==> config.mk <==
export PLATFORM = sky130hd
export DESIGN_NAME = softmax_norm_seq
export DESIGN_NICKNAME = d
export VERILOG_FILES = /design/src/rtl/softmax_pkg.sv /design/src/rtl/softmax_norm_seq.sv
export SDC_FILE = /design/constraint.sdc
export NUM_CORES = 1
export LEC_CHECK = 0
export ABC_AREA = 1
export ABC_CLOCK_PERIOD_IN_PS = 2470
export CAP_MARGIN = 10
export CORE_AREA = 10 10 151 83
export CTS_BUF_LIST = sky130_fd_sc_hd__clkbuf_8
export DETAILED_ROUTE_END_ITERATION = 12
export DIE_AREA = 0 0 161 93
export GPL_TIMING_DRIVEN = 0
export HOLD_SLACK_MARGIN = 0.15
export PLACE_DENSITY_LB_ADDON = 0.25
export RECOVER_POWER = 25
export SLEW_MARGIN = 25
export SYNTH_ARGS = -nofsm -noshare
export SYNTH_HDL_FRONTEND = slang
export SYNTH_SLANG_ARGS = --single-unit
export TNS_END_PERCENT = 1
==> constraint.sdc <==
create_clock -name clk -period 2.47 [get_ports clk]
set_clock_uncertainty 0.05 [all_clocks]
set_input_delay 0.247 -clock clk [delete_from_list [all_inputs] [get_ports clk]]
set_output_delay 0.247 -clock clk [all_outputs]
set_load 0.1 [all_outputs]
==> src/rtl/softmax_pkg.sv <==
// Shared types and default sizing for the softmax normalisation datapath.
package softmax_pkg;

    typedef enum logic [2:0] {
        LOAD,
        ISSUE,
        WAIT,
        OUTPUT,
        CLEAR
    } norm_state_t;

    localparam int DEF_DATA_WIDTH = 16;
    localparam int DEF_FRAC_BITS  = 8;
    localparam int DEF_N_MAX      = 8;
    localparam int SUM_W          = DEF_DATA_WIDTH;
    localparam int IDX_W          = $clog2(DEF_N_MAX) + 1;

endpackage

==> src/rtl/softmax_norm_seq.sv <==
// Buffers one vector of exp values, sums them, then divides each element by the
// sum through an external sequential divider and streams Q0.FRAC_BITS results.
module softmax_norm_seq #(
    parameter int DATA_WIDTH = 16,
    parameter int FRAC_BITS  = 8,
    parameter int EXP_WIDTH  = DATA_WIDTH - FRAC_BITS,
    parameter int N_MAX      = 8
) (
    input  logic                  clk,
    input  logic                  rst_n,
    input  logic                  in_valid,
    output logic                  in_ready,
    input  logic [EXP_WIDTH-1:0]  in_data,
    input  logic                  in_last,
    output logic                  out_valid,
    input  logic                  out_ready,
    output logic [FRAC_BITS:0]    out_data,
    output logic                  out_last,
    output logic                  div_start,
    output logic [DATA_WIDTH-1:0] div_dividend,
    output logic [DATA_WIDTH-1:0] div_divisor,
    input  logic [DATA_WIDTH-1:0] div_quotient,
    input  logic                  div_done,
    output logic                  div_clr_n
);
    import softmax_pkg::*;

    localparam int ACC_W = DATA_WIDTH;
    localparam int CNT_W = $clog2(N_MAX) + 1;
    localparam int AW    = $clog2(N_MAX);

    if ((longint'(N_MAX) * ((longint'(1) << EXP_WIDTH) - 1)) >= (longint'(1) << DATA_WIDTH)) begin : g_sum_range_check
        $error("softmax_norm_seq: vector sum can overflow DATA_WIDTH");
    end
    if (EXP_WIDTH + FRAC_BITS != DATA_WIDTH || N_MAX < 2) begin : g_shape_check
        $error("softmax_norm_seq: unsupported parameter combination");
    end

    norm_state_t          state_q, state_d;
    logic [CNT_W-1:0]     count_q, count_d;
    logic [CNT_W-1:0]     idx_q, idx_d;
    logic [ACC_W-1:0]     sum_q, sum_d;
    logic [EXP_WIDTH-1:0] elem_q, elem_d;
    logic [FRAC_BITS:0]   out_data_q, out_data_d;
    logic                 out_last_q, out_last_d;
    logic [EXP_WIDTH-1:0] elem_buf_q [N_MAX];
    logic [EXP_WIDTH-1:0] elem_buf_d [N_MAX];

    logic                 is_last;
    logic                 advance;
    logic [CNT_W-1:0]     idx_next;
    logic                 unused_quotient_hi;

    assign is_last            = (idx_q == count_q - CNT_W'(1));
    assign idx_next           = idx_q + CNT_W'(1);
    assign unused_quotient_hi = ^div_quotient[DATA_WIDTH-1:FRAC_BITS+1];

    always_comb begin
        state_d    = state_q;
        count_d    = count_q;
        idx_d      = idx_q;
        sum_d      = sum_q;
        elem_d     = elem_q;
        out_data_d = out_data_q;
        out_last_d = out_last_q;
        elem_buf_d = elem_buf_q;
        in_ready   = 1'b0;
        out_valid  = 1'b0;
        div_start  = 1'b0;
        div_clr_n  = 1'b1;
        advance    = 1'b0;

        unique case (state_q)
            LOAD: begin
                in_ready = 1'b1;
                if (in_valid) begin
                    elem_buf_d[count_q[AW-1:0]] = in_data;
                    sum_d   = sum_q + ACC_W'(in_data);
                    count_d = count_q + CNT_W'(1);
                    if (in_last || count_q == CNT_W'(N_MAX - 1)) begin
                        idx_d   = '0;
                        // A one-element vector is still in flight on in_data, not yet in the buffer.
                        elem_d  = (count_q == '0) ? in_data : elem_buf_q[0];
                        state_d = ISSUE;
                    end
                end
            end
            ISSUE: begin
                if (sum_q == '0) begin
                    out_data_d = '0;
                    out_last_d = is_last;
                    state_d    = OUTPUT;
                end else begin
                    div_start = 1'b1;
                    state_d   = WAIT;
                end
            end
            WAIT: begin
                if (div_done) begin
                    out_data_d = div_quotient[FRAC_BITS:0];
                    out_last_d = is_last;
                    state_d    = OUTPUT;
                end
            end
            OUTPUT: begin
                out_valid = 1'b1;
                if (out_ready) begin
                    if (sum_q != '0) begin
                        state_d = CLEAR;
                    end else begin
                        advance = 1'b1;
                    end
                end
            end
            CLEAR: begin
                div_clr_n = 1'b0;
                advance   = 1'b1;
            end
            default: state_d = LOAD;
        endcase

        if (advance) begin
            if (out_last_q) begin
                count_d = '0;
                sum_d   = '0;
                state_d = LOAD;
            end else begin
                idx_d   = idx_next;
                elem_d  = elem_buf_q[idx_next[AW-1:0]];
                state_d = ISSUE;
            end
        end
    end

    always_ff @(posedge clk or negedge rst_n) begin
        if (!rst_n) begin
            state_q    <= LOAD;
            count_q    <= '0;
            idx_q      <= '0;
            sum_q      <= '0;
            elem_q     <= '0;
            out_data_q <= '0;
            out_last_q <= 1'b0;
        end else begin
            state_q    <= state_d;
            count_q    <= count_d;
            idx_q      <= idx_d;
            sum_q      <= sum_d;
            elem_q     <= elem_d;
            out_data_q <= out_data_d;
            out_last_q <= out_last_d;
        end
    end

    always_ff @(posedge clk) begin
        elem_buf_q <= elem_buf_d;
    end

    assign out_data     = out_data_q;
    assign out_last     = out_last_q;
    assign div_dividend = {elem_q, {FRAC_BITS{1'b0}}};
    assign div_divisor  = sum_q;

endmodule

==> results of run 1 <==
[what timing repair did]
action,4_1_cts,5_1_grt
endpoints found under the setup margin,12,25
hold buffers,1,0
gates resized for setup,6,6
setup buffers,0,0
hold endpoints to repair,45,0
[per-stage QoR]
step	util, %	instances
after floorplan	-	619
after global placement	63.7	819
after detailed placement	63.9	820
after CTS	66.0	837
after global routing	65.9	837
final	65.9	837
[registers in the layout (all words and copies together), names as in the netlist]
name,flops
out_data,9
idx_q,4
state_q,3
count_q,4
out_last,1
div_divisor,16
elem_buf_q,64
elem_q,8
[per-layer routing]
| metal | vias up | part of all wire (%) |
|---|---|---|
| met5 | - | 0 |
| met4 | 0 | 0.62 |
| met3 | 12 | 11 |
| met2 | 199 | 41 |
| met1 | 2171 | 47 |
| li1 | 2175 | - |
[final cells by class]
class	instances	area, um2
clock buffer	9	124
timing repair buffer	62	594
clock inverter	7	82.6
fill	815	3390
inverter	52	195
buffer	27	178
tap	140	175
sequential	109	3050
multi-input combinational	431	2170
[worst paths after layout]
| kind | start | endpoint | slack (ns) | depth (start not counted) |
|---|---|---|---|---|
| worst max-delay path | idx_q[1]$_DFF_PN0_ | elem_q[5]$_DFF_PN0_ | 0.13 | 9 |
| worst min-delay path | in_data[0] | elem_buf_q[16]$_DFFE_PP_ | 0.30 | 1 |
| worst max register to register | idx_q[1]$_DFF_PN0_ | elem_q[5]$_DFF_PN0_ | 0.13 | 9 |
| worst min register to register | out_data[3]$_DFFE_PN0P_ | out_data[3]$_DFFE_PN0P_ | 0.44 | 2 |
| max in group asynchronous | rst_n | elem_q[3]$_DFF_PN0_ | 1.08 | 2 |
| min in group asynchronous | rst_n | out_data[6]$_DFFE_PN0P_ | 0.57 | 2 |
[cell families (layout without fill, tap and decap cells)]
logic type,count (synthesis),in the layout,synth area share [%]
simple gates,311,311,24.1
flops,109,109,55.1
compound gates,87,87,9.00
buf+inv,79,157,6.74
xor+xnor,13,13,2.19
fa+ha+maj,12,12,2.85
other cells,1,8,0.0678
[cell usage after synthesis, drive strengths merged, types with 6 or more instances]
cell / n / share of area, %
o22ai: 16 / 1.8
dfrtp: 45 / 20
nor2: 87 / 6.5
xnor2: 6 / 1.1
o21ai: 52 / 5.0
buf: 22 / 2.9
inv: 51 / 3.5
nand2: 158 / 11
xor2: 7 / 1.1
nand3: 54 / 5.2
ha: 11 / 2.5
edfxtp: 64 / 35
a21oi: 16 / 1.7
[worst max-delay path, cell delays in order (launching register included)]
cell and delay, ns:
dfrtp_1 0.45, ha_1 0.40, inv_1 0.22, clkbuf_1 0.41
o21ai_0 0.17, o22ai_1 0.23, nand2_1 0.11, nand2_1 0.09
nand3_1 0.07, nand2_1 0.08
[layout by cell type (no fill, tap or decap), types with 4 or more instances in the layout]
master | netlist | final
dfrtp_1 | 45 | 45
conb_1 | 1 | 8
clkdlybuf4s50_1 | 0 | 50
nor2_2 | 4 | 6
o22ai_1 | 16 | 16
clkbuf_8 | 0 | 9
edfxtp_1 | 64 | 64
dlygate4sd3_1 | 0 | 5
buf_2 | 7 | 7
clkbuf_1 | 5 | 6
ha_1 | 11 | 11
o21ai_2 | 4 | 4
nand2_1 | 152 | 152
buf_4 | 12 | 13
inv_1 | 41 | 41
nand2_2 | 5 | 5
a21oi_1 | 14 | 14
inv_2 | 10 | 10
nor2_1 | 80 | 78
xnor2_1 | 5 | 5
nand3_1 | 51 | 51
o21ai_0 | 38 | 38
o21ai_1 | 10 | 10
xor2_1 | 7 | 7
==> metrics, run 1 <==
CTS tree built; Nets 734; # IOs 76; DRC Markers 0; grt total ovfl 0; cell area after layout 0.00656 mm2; period utilization 94.7%; number of flops mapped to enable cells by yosys 64; pin count of the biggest net entering global routing 46; Setup crit start kind flop; GRT met1 Usage 28.5%; Yosys cell types 38; share of cells above drive strength 1 11.9%; met3 Use GR 6.65%; WS Path Type flop to flop; synthesized area 0.00553 mm2; async set-or-reset flop fraction in the synthesized netlist 41.3%; clk sinks 109; ANT nets after route 0; grt met2 use 28.9%; CTS Buffer Depth 2; pre-CTS WS -0.228 ns; clock root buffer clkbuf_8; H-tree levels 3; Pre-antenna DRT Iters 5; Slew headroom 21.4%; All-Layer GR Usage 19.9%; Starting DRT DRC Count 418; clk_lat worst skew 0.38 ns; Worst Path Max Fanout 10; core area 0.00995 mm2; status finished, final reports clean; clk slew on worst S/H paths 0.10 ns; worst-margin pin slew 1.18 ns; Primary FF master, synth edfxtp_1; TNS Setup 0 ns; area grow syn2layout 18.6%; vias in the first global route 4,566; Port Buf Inserts 60; final wirelength 14,800 um; RSZ-0062 raised after global routing yes; Die H 93 um; Starting Density 55.6%; first-pass GRT wire length 23,700 um; CP required 2.74 ns; n_diodes 0; final critical-path required period 2.34 ns; Fin. Hold Viols 0; Final Setup Violations 0; dpl cell area 0.00636 mm2; Yosys reg bits 109; busiest layer in global routing met2; fmax 427 MHz; row count 26; Hold Crit Class input port to flop; Syn Area/Cell 9.04 um2; Max Cap Violations 0; hpwl dp 11,000 um; register area share after synthesis 55.1%; CP endpoint kind flop; Hold WS 0.295 ns; CTS buffer count 9; die area 0.0150 mm2; Critical Path AT 2.61 ns; Mapped Cells 612; DR WL/cell 17.6 um; width of the die 161 um; Ys Warns 0; Vias 4,557; pins over their slew limit 0; initial antenna violation count 0; PnR worst setup slack 0.130 ns; GP Congestion 0.923; vias per inst 5.44
Power of run 1 is left out: the tool's default activity adds up to more than one toggle a clock period on the data nets, which glitch-free logic cannot reach.
==> inputs of run 2 (changes only) <==
--- a/config.mk
+++ b/config.mk
@@ -10,6 +10,5 @@
 export CAP_MARGIN = 10
-export CORE_AREA = 10 10 151 83
-export CTS_BUF_LIST = sky130_fd_sc_hd__clkbuf_8
+export CORE_AREA = 10 10 153 84
 export DETAILED_ROUTE_END_ITERATION = 12
-export DIE_AREA = 0 0 161 93
+export DIE_AREA = 0 0 163 94
 export GPL_TIMING_DRIVEN = 0
==> constraint.sdc (replaced) <==
create_clock -name clk -period 2.47 [get_ports clk]
set_clock_uncertainty 0.05 [all_clocks]
set_input_delay 0.494 -clock clk [delete_from_list [all_inputs] [get_ports clk]]
set_output_delay 0.494 -clock clk [all_outputs]
set_load 0.1 [all_outputs]
==> run 2 against run 1 <==
Routed wire length is 7.9% lower; cell count decreased by 0.12%; highest routed layer unchanged; core utilization is 0.47 points lower; non-clock buffer count shrank 1; largest cell class unchanged; sequential share of layout area decreased by 0.27 points; global-route usage down 1.7 points; cell area is 0.59% higher; clock-buffer cell count up 1; register-to-register slack got worse by 0.07 ns; maximum frequency fell by 3.9%; sequential cell count stayed put.
==> metrics, run 2 (synthesized netlist as in run 1, its figures left out) <==
status finished, final reports clean; pins over their slew limit 0; Slew headroom 33.0%; DR WL/cell 16.3 um; Reg2Reg Setup Slack 0.06 ns; grt total ovfl 0; Largest register FFs 64; Setup crit start kind flop; delay-heaviest family, CP buffers and inverters; clk sinks 109; Starting DRT DRC Count 384; Starting Density 54.9%; Die H 94 um; # IOs 76; share of cells above drive strength 1 11.2%; CTS buffer count 9; width of the die 163 um; row count 26; Pre-antenna DRT Iters 8; DRC Markers 0; fmax 411 MHz; CP endpoint kind output pin; initial antenna violation count 0; GP Congestion 0.869; CP required 1.93 ns; WS Path Type flop to output pin; core area 0.0101 mm2; Critical Path AT 1.89 ns; vias per inst 5.39; Hold Crit Class flop to flop; All-Layer GR Usage 18.2%; r2r endpoint elem_buf_q[45]$_DFFE_PP_; most frequent cells in the layout nand2_1 (152), nor2_1 (80), edfxtp_1 (64); Finished Layout Cells 836; Fin. Hold Viols 0; first-pass GRT wire length 22,300 um; hpwl dp 9770 um; pin count of the biggest net entering global routing 46; hold wc startpoint out_data[8]$_DFFE_PN0P_; H-tree levels 3; Nets 733; PnR worst setup slack 0.0346 ns; clk slew on worst S/H paths 0.07 ns; pre-CTS WS -0.436 ns; Vias 4,503; die area 0.0153 mm2; clock root buffer clkbuf_16; RSZ-0062 raised after global routing yes; area grow syn2layout 19.3%; commonest non-fill, non-tap cell in the layout nand2_1; period utilization 98.6%; CTS Buffer Depth 2; FF-to-FF path depth 6; n_diodes 0; final critical-path required period 2.44 ns; placed cell count 819; Worst Path Max Fanout 4; final wirelength 13,600 um; Biggest register elem_buf_q; RR Startpoint state_q[1]$_DFFE_PN0P_; clk_lat worst skew 0.35 ns; worst-margin pin slew 1.00 ns; vias in the first global route 4,449; Hold Path Sink out_data[8]$_DFFE_PN0P_; hold depth 2; slowest CP cell clkdlybuf4s50_1; Port Buf Inserts 60; crit-path cells clkdlybuf4s50_1; ANT nets after route 0; Max Cap Violations 0; worst path bufs/invs 1; Final Setup Violations 0; CP max stage delay 1.15 ns; CTS tree built
==> run 2: changes by cell type in the layout (fill, tap and decap cells not counted), sizes merged <==
cell	delta
clkdlybuf4s50	-19
dlygate4sd2	+13
dlymetal6s2s	+4
buf	+2
clkbuf	-2
clkinv	+2
inv	-2
bufinv	-1
clkdlybuf4s15	+1
dlygate4sd3	+1
==> run 2: through the flow <==
step | util [%] | area [um2] | hold WS, ns | TNS [ns]
after global placement | 62.8 | 6340 | 0.412 | -37.93
after CTS | 65.5 | 6610 | 0.436 | -0.198
after floorplan | - | 5560 | 0.148 | 0
after detailed placement | 63.0 | 6350 | 0.417 | -10.33
after global routing | 65.5 | 6600 | 0.455 | -0.521
final | 65.5 | 6600 | 0.428 | 0
==> run 2: worst max path at each step <==
stage | from | cells past startpoint | slack (ns) | to
after floorplan | div_divisor[0]$_DFF_PN0_ | 10 | 0.14 | div_divisor[12]$_DFF_PN0_
after global placement | in_valid | 6 | -0.53 | elem_buf_q[29]$_DFFE_PP_
after detailed placement | in_data[0] | 11 | -0.44 | div_divisor[14]$_DFF_PN0_
after CTS | div_divisor[8]$_DFF_PN0_ | 7 | -0.20 | div_start
after global routing | state_q[1]$_DFFE_PN0P_ | 6 | -0.04 | elem_buf_q[47]$_DFFE_PP_
final | div_divisor[2]$_DFF_PN0_ | 1 | 0.03 | div_divisor[2]
==> run 2: final cells by class <==
cell class,instances,area [um2]
clock buffer,10,229
sequential,109,3050
multi-input combinational,431,2150
timing repair buffer,61,584
fill,826,3480
buffer,27,178
tap,140,175
clock inverter,6,37.5
inverter,52,195
==> run 2: what timing repair did <==
action                                 CTS  global route
endpoints found under the hold margin   45             0
gates resized for setup                 20            11
hold buffers                             1             0
setup buffers                            0             0
setup endpoints to repair               21            26
==> run 2: routing by layer <==
| metal | vias to the layer above | track usage (%) | share of wire [%] |
|---|---|---|---|
| li1 | 2176 | - | - |
| met1 | 2163 | 22.8 | 44 |
| met2 | 147 | 30.4 | 47 |
| met3 | 17 | 5.69 | 7.7 |
| met4 | 0 | 3.96 | 1.2 |
| met5 | - | 0 | 0 |
Power of run 2 is left out for the same reason.
